## src/rtl/adc_i2c_pkg.sv

```systemverilog
// adc_i2c_pkg: shared types and constants for the ADC I2C sampler.
//   byte_state_t - byte-level transaction FSM states
//   bit_cmd_t    - single-bit bus operations issued to the bit engine
//   bit_levels() - pad enables {scl_oe, sda_oe} for a command in a quarter phase
package adc_i2c_pkg;

  typedef enum logic [2:0] {
    ST_IDLE,
    ST_START,
    ST_TX_BYTE,
    ST_RX_ACK,
    ST_RX_BYTE,
    ST_TX_ACK,
    ST_STOP
  } byte_state_t;

  typedef enum logic [1:0] {
    CMD_START,
    CMD_STOP,
    CMD_WR,
    CMD_RD
  } bit_cmd_t;

  localparam logic RW_WRITE = 1'b0;
  localparam logic RW_READ  = 1'b1;
  localparam logic ACK      = 1'b0;
  localparam logic NACK     = 1'b1;

  // Returns {scl_oe, sda_oe}; 1 pulls the line low.
  // START: both released for q0/q1, SDA falls in q2 with SCL high, SCL low in q3.
  // STOP : SDA low, SCL released in q1/q2, SDA released with SCL high in q3.
  // WR/RD: SCL low q0, high q1/q2, low q3; SDA holds the bit for all four.
  function automatic logic [1:0] bit_levels(input bit_cmd_t cmd,
                                            input logic     wr_bit,
                                            input logic [1:0] phase);
    logic [1:0] lv;
    lv = 2'b00;
    case (cmd)
      CMD_START: lv = (phase == 2'd2) ? 2'b01 : (phase == 2'd3) ? 2'b11 : 2'b00;
      CMD_STOP:  lv = (phase == 2'd0) ? 2'b11 : (phase == 2'd3) ? 2'b00 : 2'b01;
      CMD_WR:    lv = {(phase == 2'd0 || phase == 2'd3), ~wr_bit};
      CMD_RD:    lv = {(phase == 2'd0 || phase == 2'd3), 1'b0};
      default:   lv = 2'b00;
    endcase
    return lv;
  endfunction

endpackage

```

## src/rtl/adc_i2c_sampler_bit_engine.sv

```systemverilog
// i2c_bit_engine: executes one I2C bit-level command as four quarter phases.
//   clk, rst        - clock, synchronous active-high reset
//   cmd, cmd_valid  - command to run; accepted only while idle
//   wr_bit          - data bit for CMD_WR (1 = release SDA)
//   sda_i, scl_i    - pin levels
//   rd_bit          - SDA level sampled at the end of q2
//   rd_valid        - one-cycle strobe after rd_bit is captured
//   done            - one-cycle strobe in the last cycle of q3
//   sda_oe, scl_oe  - 1 pulls the line low
// Between commands the pads keep their q3 levels, so SCL stays low inside a
// transaction and both lines are released after a STOP.
module i2c_bit_engine
  import adc_i2c_pkg::*;
#(
  parameter int unsigned SCL_DIV = 63
) (
  input  logic     clk,
  input  logic     rst,
  input  bit_cmd_t cmd,
  input  logic     cmd_valid,
  input  logic     wr_bit,
  input  logic     sda_i,
  input  logic     scl_i,
  output logic     rd_bit,
  output logic     rd_valid,
  output logic     done,
  output logic     sda_oe,
  output logic     scl_oe
);

  localparam int unsigned CW = (SCL_DIV > 1) ? $clog2(SCL_DIV) : 1;

  logic          active;
  logic [1:0]    phase;
  logic [CW-1:0] cnt;
  bit_cmd_t      cmd_q;
  logic          wr_q;
  logic          stretch;
  logic          qtick;

  // A slave holding SCL low after we released it freezes divider and phase.
  assign stretch = active && (phase == 2'd1 || phase == 2'd2) && !scl_oe && !scl_i;
  assign qtick   = active && !stretch && (cnt == CW'(SCL_DIV - 1));
  assign done    = qtick && (phase == 2'd3);

  always_ff @(posedge clk) begin
    if (rst) begin
      active   <= 1'b0;
      phase    <= '0;
      cnt      <= '0;
      cmd_q    <= CMD_STOP;
      wr_q     <= 1'b1;
      rd_bit   <= 1'b1;
      rd_valid <= 1'b0;
      sda_oe   <= 1'b0;
      scl_oe   <= 1'b0;
    end else begin
      rd_valid <= 1'b0;
      if (!active) begin
        if (cmd_valid) begin
          active           <= 1'b1;
          phase            <= '0;
          cnt              <= '0;
          cmd_q            <= cmd;
          wr_q             <= wr_bit;
          {scl_oe, sda_oe} <= bit_levels(cmd, wr_bit, 2'd0);
        end
      end else if (!stretch) begin
        if (qtick) begin
          cnt <= '0;
          if (phase == 2'd2) begin
            rd_bit   <= sda_i;
            rd_valid <= 1'b1;
          end
          if (phase == 2'd3) begin
            active <= 1'b0;
          end else begin
            phase            <= phase + 2'd1;
            {scl_oe, sda_oe} <= bit_levels(cmd_q, wr_q, phase + 2'd1);
          end
        end else begin
          cnt <= cnt + CW'(1);
        end
      end
    end
  end

endmodule

```

## src/rtl/adc_i2c_sampler.sv

```systemverilog
// adc_i2c_sampler: I2C master that writes CFG_BYTE to the ADC once, then reads
// one 12-bit sample (two bytes, low nibble of the first + second byte) per
// sample period.
//   clk, rst   - clock, synchronous active-high reset
//   en         - sampling enable (sample timer held at 0 while low)
//   sda_i/scl_i- pin levels; sda_oe/scl_oe - 1 pulls the line low
//   adc_data   - last valid sample; adc_valid - one-cycle update strobe
//   busy       - transaction in progress
//   ack_err    - one-cycle strobe on any slave NACK
//   overrun    - sticky: sample tick while a request was still pending
module adc_i2c_sampler
  import adc_i2c_pkg::*;
#(
  parameter int unsigned SCL_DIV    = 63,
  parameter int unsigned SAMPLE_DIV = 12500,
  parameter logic [6:0]  DEV_ADDR   = 7'h28,
  parameter logic [7:0]  CFG_BYTE   = 8'h10
) (
  input  logic        clk,
  input  logic        rst,
  input  logic        en,
  input  logic        sda_i,
  output logic        sda_oe,
  input  logic        scl_i,
  output logic        scl_oe,
  output logic [11:0] adc_data,
  output logic        adc_valid,
  output logic        busy,
  output logic        ack_err,
  output logic        overrun
);

  localparam int unsigned TW = (SAMPLE_DIV > 1) ? $clog2(SAMPLE_DIV) : 1;

  byte_state_t   state, state_n;
  logic          issue, issue_n;
  logic [TW-1:0] scnt;
  logic          tick;
  logic          pending;
  logic          consume;
  logic [2:0]    bit_cnt;
  logic [7:0]    tx_sr;
  logic [7:0]    rx_sr;
  logic [7:0]    msb_q;
  logic          byte_idx;
  logic          rw_q;
  logic          nack_seen;
  logic          cfg_done;

  bit_cmd_t      cmd;
  logic          wr_bit;
  logic          rd_bit;
  logic          rd_valid;
  logic          done;

  i2c_bit_engine #(.SCL_DIV(SCL_DIV)) u_bit (
    .clk       (clk),
    .rst       (rst),
    .cmd       (cmd),
    .cmd_valid (issue),
    .wr_bit    (wr_bit),
    .sda_i     (sda_i),
    .scl_i     (scl_i),
    .rd_bit    (rd_bit),
    .rd_valid  (rd_valid),
    .done      (done),
    .sda_oe    (sda_oe),
    .scl_oe    (scl_oe)
  );

  assign busy    = (state != ST_IDLE);
  assign tick    = en && (scnt == TW'(SAMPLE_DIV - 1));
  assign consume = (state == ST_IDLE) && pending;

  // Sample timer and request bookkeeping. A tick coinciding with consumption
  // simply re-arms pending.
  always_ff @(posedge clk) begin
    if (rst) begin
      scnt    <= '0;
      pending <= 1'b0;
      overrun <= 1'b0;
    end else begin
      if (!en || tick) scnt <= '0;
      else             scnt <= scnt + TW'(1);
      pending <= (pending && !consume) || tick;
      if (tick && pending && !consume) overrun <= 1'b1;
    end
  end

  always_ff @(posedge clk) begin
    if (rst) begin
      state <= ST_IDLE;
      issue <= 1'b0;
    end else begin
      state <= state_n;
      issue <= issue_n;
    end
  end

  // Each completed bit launches the next command one cycle later via issue.
  always_comb begin
    state_n = state;
    issue_n = 1'b0;
    case (state)
      ST_IDLE: begin
        if (pending) begin
          state_n = ST_START;
          issue_n = 1'b1;
        end
      end
      ST_START: begin
        if (done) begin
          state_n = ST_TX_BYTE;
          issue_n = 1'b1;
        end
      end
      ST_TX_BYTE: begin
        if (done) begin
          state_n = (bit_cnt == 3'd0) ? ST_RX_ACK : ST_TX_BYTE;
          issue_n = 1'b1;
        end
      end
      ST_RX_ACK: begin
        if (done) begin
          issue_n = 1'b1;
          if (rd_bit == NACK)        state_n = ST_STOP;
          else if (rw_q == RW_READ)  state_n = ST_RX_BYTE;
          else if (!byte_idx)        state_n = ST_TX_BYTE;
          else                       state_n = ST_STOP;
        end
      end
      ST_RX_BYTE: begin
        if (done) begin
          state_n = (bit_cnt == 3'd0) ? ST_TX_ACK : ST_RX_BYTE;
          issue_n = 1'b1;
        end
      end
      ST_TX_ACK: begin
        if (done) begin
          state_n = byte_idx ? ST_STOP : ST_RX_BYTE;
          issue_n = 1'b1;
        end
      end
      ST_STOP: begin
        if (done) state_n = ST_IDLE;
      end
      default: state_n = ST_IDLE;
    endcase
  end

  always_comb begin
    cmd    = CMD_STOP;
    wr_bit = 1'b1;
    case (state)
      ST_START:   cmd = CMD_START;
      ST_TX_BYTE: begin
        cmd    = CMD_WR;
        wr_bit = tx_sr[7];
      end
      ST_TX_ACK: begin
        cmd    = CMD_WR;
        wr_bit = byte_idx ? NACK : ACK;
      end
      ST_RX_ACK, ST_RX_BYTE: cmd = CMD_RD;
      default: ;
    endcase
  end

  // bit_cnt counts 7..0 and wraps back to 7, ready for the following byte.
  always_ff @(posedge clk) begin
    if (rst) begin
      bit_cnt   <= '0;
      tx_sr     <= '0;
      rx_sr     <= '0;
      msb_q     <= '0;
      byte_idx  <= 1'b0;
      rw_q      <= RW_WRITE;
      nack_seen <= 1'b0;
      cfg_done  <= 1'b0;
      adc_data  <= '0;
      adc_valid <= 1'b0;
      ack_err   <= 1'b0;
    end else begin
      adc_valid <= 1'b0;
      ack_err   <= rd_valid && (state == ST_RX_ACK) && (rd_bit == NACK);
      case (state)
        ST_IDLE: begin
          if (pending) begin
            rw_q      <= cfg_done ? RW_READ : RW_WRITE;
            tx_sr     <= {DEV_ADDR, (cfg_done ? RW_READ : RW_WRITE)};
            byte_idx  <= 1'b0;
            nack_seen <= 1'b0;
            bit_cnt   <= 3'd7;
          end
        end
        ST_TX_BYTE: begin
          if (done) begin
            tx_sr   <= {tx_sr[6:0], 1'b0};
            bit_cnt <= bit_cnt - 3'd1;
          end
        end
        ST_RX_ACK: begin
          if (done) begin
            if (rd_bit == NACK) begin
              nack_seen <= 1'b1;
            end else if (rw_q == RW_WRITE && !byte_idx) begin
              tx_sr    <= CFG_BYTE;
              byte_idx <= 1'b1;
            end
          end
        end
        ST_RX_BYTE: begin
          if (done) begin
            rx_sr   <= {rx_sr[6:0], rd_bit};
            bit_cnt <= bit_cnt - 3'd1;
          end
        end
        ST_TX_ACK: begin
          if (done && !byte_idx) begin
            msb_q    <= rx_sr;
            byte_idx <= 1'b1;
          end
        end
        ST_STOP: begin
          if (done && !nack_seen) begin
            if (rw_q == RW_READ) begin
              adc_data  <= {msb_q[3:0], rx_sr};
              adc_valid <= 1'b1;
            end else begin
              cfg_done <= 1'b1;
            end
          end
        end
        default: ;
      endcase
    end
  end

endmodule

```

## config.mk

```make
export PLATFORM = sky130hd
export DESIGN_NAME = adc_i2c_sampler
export DESIGN_NICKNAME = d
export VERILOG_FILES = /design/src/rtl/adc_i2c_pkg.sv /design/src/rtl/adc_i2c_sampler_bit_engine.sv /design/src/rtl/adc_i2c_sampler.sv
export SDC_FILE = /design/constraint.sdc
export NUM_CORES = 1
export LEC_CHECK = 0
export ABC_AREA = 1
export CAP_MARGIN = 30
export CORE_ASPECT_RATIO = 0.9
export CORE_MARGIN = 1
export CORE_UTILIZATION = 40
export CTS_CLUSTER_SIZE = 10
export DETAILED_ROUTE_END_ITERATION = 7
export PLACE_DENSITY_LB_ADDON = 0.25
export SLEW_MARGIN = 0
export SYNTH_ARGS = -nofsm -noshare
export SYNTH_HDL_FRONTEND = slang
export SYNTH_SLANG_ARGS = --single-unit
```

## constraint.sdc

```tcl
create_clock -name clk -period 2.3 [get_ports clk]
set_input_delay 0.345 -clock clk [delete_from_list [all_inputs] [get_ports clk]]
set_output_delay 0.345 -clock clk [all_outputs]
set_load 0.01 [all_outputs]
```

; ---- After elaboration in Yosys (flattened, before gate mapping)
; Index checks and enable logic that the tools add are counted.
[op_classes]
mux = 71
n_bitwise = 8
reduce_logical = 59
n_eq_ne = 34
shifts = 0
multipliers = 0
div_mod_pow = 0
n_addsub = 4
order_cmp = 0
[op_table]
columns = cell, n
row1 = $mux W8, 5
row2 = $mux W3, 12
row3 = $mux W1, 31
row4 = $mux W6, 4
row5 = $ne A2 B2 Y1 const B, 12
row6 = $pmux W8 S3, 1
row7 = $pmux W3 S7, 1
row8 = $mux W2, 9
row9 = $eq A2 B2 Y1 const B, 8
row10 = $logic_and A1 B1 Y1, 16
row11 = $pmux W2 S4, 2
row12 = $add A14 B1 Y14 const B, 1
row13 = $eq A14 B14 Y1 const B, 1
row14 = $reduce_and A4 Y1, 3
row15 = $reduce_and A6 Y1, 2
row16 = $reduce_and A2 Y1, 5
row17 = $eq A3 B3 Y1 const B, 3
row18 = $reduce_and A3 Y1, 3
row19 = $reduce_bool A3 Y1, 3
row20 = $not A1 Y1, 8
row21 = $reduce_or A2 Y1, 4
row22 = $logic_not A1 Y1, 7
row23 = $reduce_and A7 Y1, 1
row24 = $add A6 B1 Y6 const B, 1
row25 = other kinds (18), 33
[totals]
elab_cells = 201
ff_bits = 77
latchBits = 0
ram_bits = 0
memories = 0
out_inout_bits = 18
inputBits = 5
mem_bits_ro = 0

; ---- Depth between registers and ports, before layout
[logic_depth]
word_depth = 12
depth_mapped = 11
mapped_depth_nobuf = 10

; ---- Hierarchy
; From an unflattened synthesis, not the netlist that was laid out.
[hier_totals]
cells_unflattened = 532
hier_area_um2 = 3692.3
[by_module_without_submodules]
columns = mod, cells_each, area_per_inst_um2, n_inst
row1 = adc_i2c_sampler, 392, 2761.4, 1
row2 = i2c_bit_engine, 140, 930.9, 1

; ---- Worst setup path after synthesis
; No wires, ideal clock.
[synth_timing]
path_kind = register -> register
start = reg u_bit.phase[0]
end = reg rx_sr[6]
arrival_ns = 1.628
synth_period_minus_slack_ns = 1.747
n_path_buf = 1
stages_incl_launch_ff = 11
path_slack_ns = 0.553
cell_sequence = dfxtp_1 > inv_1 > ha_1 > nor2_1 > a21oi_4 > nand3_4 > clkinv_4 > nand3_4 > buf_2 > o21ai_1 > a21oi_1
[synth_via]
elab_chain_len = 10
[synth_lines]
columns = element, line_no
row1 = from (decl), adc_i2c_sampler_bit_engine.sv:34  ; logic [1:0] phase;
row2 = from (signal assigned), adc_i2c_sampler_bit_engine.sv:78  ; phase <= phase + 2'd1;
row3 = $eq A2 B1 Y1 / $eq A2 B2 Y1 (equally long branches), adc_i2c_sampler_bit_engine.sv:42  ; assign stretch = active && (phase == 2'd1 || phase == 2'd2) && !scl_oe && !scl_i;
row4 = $logic_or A1 B1 Y1, adc_i2c_sampler_bit_engine.sv:42
row5 = $logic_and A1 B1 Y1 (3 in a row), adc_i2c_sampler_bit_engine.sv:42
row6 = $logic_not A1 Y1, adc_i2c_sampler_bit_engine.sv:43  ; assign qtick = active && !stretch && (cnt == CW'(SCL_DIV - 1));
row7 = $logic_and A1 B1 Y1 (2 in a row), adc_i2c_sampler_bit_engine.sv:43
row8 = $logic_and A1 B1 Y1 *, adc_i2c_sampler_bit_engine.sv:44  ; assign done = qtick && (phase == 2'd3);
row9 = $reduce_and A2 Y1 (no source line) *, -
row10 = to (signal assigned), adc_i2c_sampler.sv:214  ; rx_sr <= {rx_sr[6:0], rd_bit};
row11 = to (decl), adc_i2c_sampler.sv:43  ; logic [7:0] rx_sr;
; Every way passes the cells marked *; elsewhere a longest branch is shown, timed or not.
; A chain may end at the register's enable or synchronous reset.

; ---- Worst setup path after layout
[layout_timing]
start = reg u_bit.phase[0]
end = reg state[0]
[layout_via]
elab_chain_len = 11
[layout_lines]
columns = element, line_no
row1 = $eq A2 B1 Y1 / $eq A2 B2 Y1 (equally long branches), adc_i2c_sampler_bit_engine.sv:42
row2 = $logic_or A1 B1 Y1, adc_i2c_sampler_bit_engine.sv:42
row3 = $logic_and A1 B1 Y1 (3 in a row), adc_i2c_sampler_bit_engine.sv:42
row4 = $logic_not A1 Y1, adc_i2c_sampler_bit_engine.sv:43
row5 = $logic_and A1 B1 Y1 (2 in a row), adc_i2c_sampler_bit_engine.sv:43
row6 = $logic_and A1 B1 Y1 *, adc_i2c_sampler_bit_engine.sv:44
row7 = $ne A2 B2 Y1 (no source line), -
row8 = $reduce_and A7 Y1 (no source line) *, -
row9 = to (signal assigned), adc_i2c_sampler.sv:95  ; state <= state_n;
row10 = to (decl), adc_i2c_sampler.sv:35  ; byte_state_t state, state_n;
; Marks and branches as above.

==> metrics.txt <==
CP delay by family, top=compound AO/OA/AOI/OAI gates; max incr delay on CP=0.37 ns; slowest library cell on the worst path=dfxtp_1; clock period minus worst slack=2.03 ns; RSZ-0062 raised after global routing=false; Clock Path Buffers=2; largest net degree at the start of global routing=47; Yosys reg bits=77; top-area cell type share of the netlist area=43.3%; I/O Buffers=22; Setup TNS=0 ns; count leader, synth=nor2_1; Logic pwr share=26.8%; DIE HEIGHT=91.5 um; Final Hold Vio Count=0; IO Count=23; Total GRT Usage=17.1%; die width=101 um; Compound-Gate Fraction of Synth Area=14.6%; status=finished clean; PD cells=839 mW/mm^2; synthesized-area fraction occupied by adder cells=2.46%; worst-margin pin slew=0.440 ns; initial antenna violation count=0; mean number of vias per cell=4.83; asr flop ratio synth=0%; routability cong.=0.839; Syn Inst Count=479; hold-fix buffer count after cts=0; Clk pin slew, worst setup/hold paths=0.08 ns; Crit path buffers/inverters=1; Max Clock Freq=0.492 GHz; Post-synth EDFFs=0; post-synthesis cell type count=40; Worst setup EP type=flop; later-pin clock latency in the skew report=0.34 ns; total gr overflow=0; Post-Synth XOR/XNOR Area=1.72%; fin. max-slew vios=0; Synthesized Nets=491; H-tree depth=3; internal power=2.27 mW; Final ANT Viol Nets=0; nets@finish=513; Post-CTS Repair Setup Buffers=0; core box area=0.00861 sq mm; clk sinks=77; top cell type by total area after synthesis=dfxtp_1; die footprint=0.00928 sq mm; syn avg cell area=7.43 sq um; CTS tree=done; post-synthesis simple-gate area fraction=29.7%; initial core utilization=41.4%; Clk network pwr share=29.2%; Antenna diodes=0; Max Clock Skew=0.0132 ns; layout cells sized above 1=10.7%; Arrival @ worst endpoint=2.26 ns; combinational family with the most area after synthesis=simple AND/OR/NAND/NOR gates; # rows=32; routed vias=3011; root buf cell=clkbuf_8; Post-synth top cells=nor2_1 (85), dfxtp_1 (77), nand2_1 (77); drt wl/cell=11.6 um; post-cts repair resize count=0; count of final setup violators=0; initial drt markers=135; headroom to the max-slew limit=70.7%; Seq/Total Area, Yosys=43.3%; max-cap viol count=0; global-route wire length before repair=12600 um; cell area after synthesis=0.00356 sq mm; CP required=2.53 ns; Pleak=1.58 nW; Final HPWL DP=5110 um; largest fanout on the critical path=13; Finished Layout Cells=624; Main synth FF type=dfxtp_1; vias in the first global route=2808; TritonRoute pass-1 iters=4; sw frac=33.5%; CTS buffer count=9; # fillers=895; hold crit path type=flop to flop; dpl cells=609; synth-to-layout area growth=14.1%; Pwr Total=3.41 mW; largest cells by area after synthesis=dfxtp_1 (43%), nor2_1 (9.0%), nand2_1 (8.1%); final wirelength=7230 um; Ys Warns=0; Net Switching=1.14 mW; critical path class=flop to flop; # DRC=0; CP cell instances=inv_1, ha_1, nor2_1, a21oi_4, nand3_4, a21oi_4, nand2_1, nand2_1, a21oi_2; mux cell area share after synthesis=0%; Worst setup SP type=flop; Tcrit/Tclk final=88.4%; sequential share of power=44.1%; Worst IR Drop VDD=376 uV
## metal layers
layer	share of wire (%)	vias to the layer above	GRT usage [%]
met5	0	-	0
met4	0.68	0	5.43
met3	3.8	4	4.23
met2	45	45	26.9
met1	50	1370	22.7
li1	-	1592	-
## worst min-delay path, stage by stage, from the launching register on
cell	delay, ns
dfxtp_1	0.30
nand3_1	0.07
nor2_1	0.04
## kinds of logic after synthesis
family,Yosys count
flops,77
simple gates,227
buf+inv,69
fa+ha+maj,7
compound gates,92
xor+xnor,7
## metrics by stage
stage / util, % / setup WS [ns] / hold slack (ns) / area (sq um)
floorplan: - / 0.553 / 0.418 / 3560
detailed placement: 45.0 / 0.237 / 0.443 / 3870
global placement: 45.0 / 0.261 / 0.431 / 3870
CTS: 47.2 / 0.240 / 0.456 / 4060
finish: 47.2 / 0.266 / 0.451 / 4060
global route: 47.2 / 0.0321 / 0.487 / 4060
## state kept, by name, summed over array words and instances, names as in the netlist, 2 cells and up
register / cells
u_bit.cnt: 6
scnt: 14
bit_cnt: 3
state: 3
u_bit.cmd_q: 2
rx_sr: 8
msb_q: 4
adc_data: 12
tx_sr: 8
u_bit.phase: 2
## final timing paths
| check | start | endpoint | slack (ns) | cells past startpoint |
|---|---|---|---|---|
| worst min-delay path | u_bit.rd_valid$_SDFF_PP0_ | ack_err$_SDFF_PP0_ | 0.45 | 2 |
| worst max-delay path | u_bit.phase[0]$_SDFFE_PP0P_ | state[0]$_SDFFE_PP0P_ | 0.27 | 9 |
| worst min register to register | u_bit.rd_valid$_SDFF_PP0_ | ack_err$_SDFF_PP0_ | 0.45 | 2 |
| worst max register to register | u_bit.phase[0]$_SDFFE_PP0P_ | state[0]$_SDFFE_PP0P_ | 0.27 | 9 |
## power groups by stage
stage | Sequential (mW) | Combinational, mW | Clock [mW]
2_1_floorplan | 1.52 | 0.745 | 0
3_3_place_gp | 1.53 | 0.896 | 0
3_5_place_dp | 1.53 | 0.906 | 0
4_1_cts | 1.50 | 0.914 | 1.03
5_1_grt | 1.52 | 1.03 | 1.09
6_report | 1.50 | 0.912 | 0.994
## placed cells by master, fill, tap and decap left out, drive strengths merged
cell,n
nor2,92
nand2,84
dfxtp,77
inv,53
a21oi,46
o21ai,40
nand3,26
clkdlybuf4s50,22
clkbuf,12
nand4,10
nor3,8
ha,7
xor2,6
o211ai,3
buf,3
clkinv,3
a31oi,2
nor4,2
or2,2
nor3b,1
xnor2,1
o21a,1
nand3b,1
and3,1
clkinvlp,1
bufinv,1
## cell type report
type | count | area, sq um | area share (%)
clock buffers | 12 | 145 | 3.57
inverters | 55 | 213 | 5.24
repair buffers | 25 | 243 | 5.97
clock inverters | 3 | 46.3 | 1.14
flip-flops and latches | 77 | 1540 | 37.9
well taps | 119 | 149 | 3.66
multi-input cells | 333 | 1730 | 42.5
No activity file was read; power rests on OpenSTA's default activity.
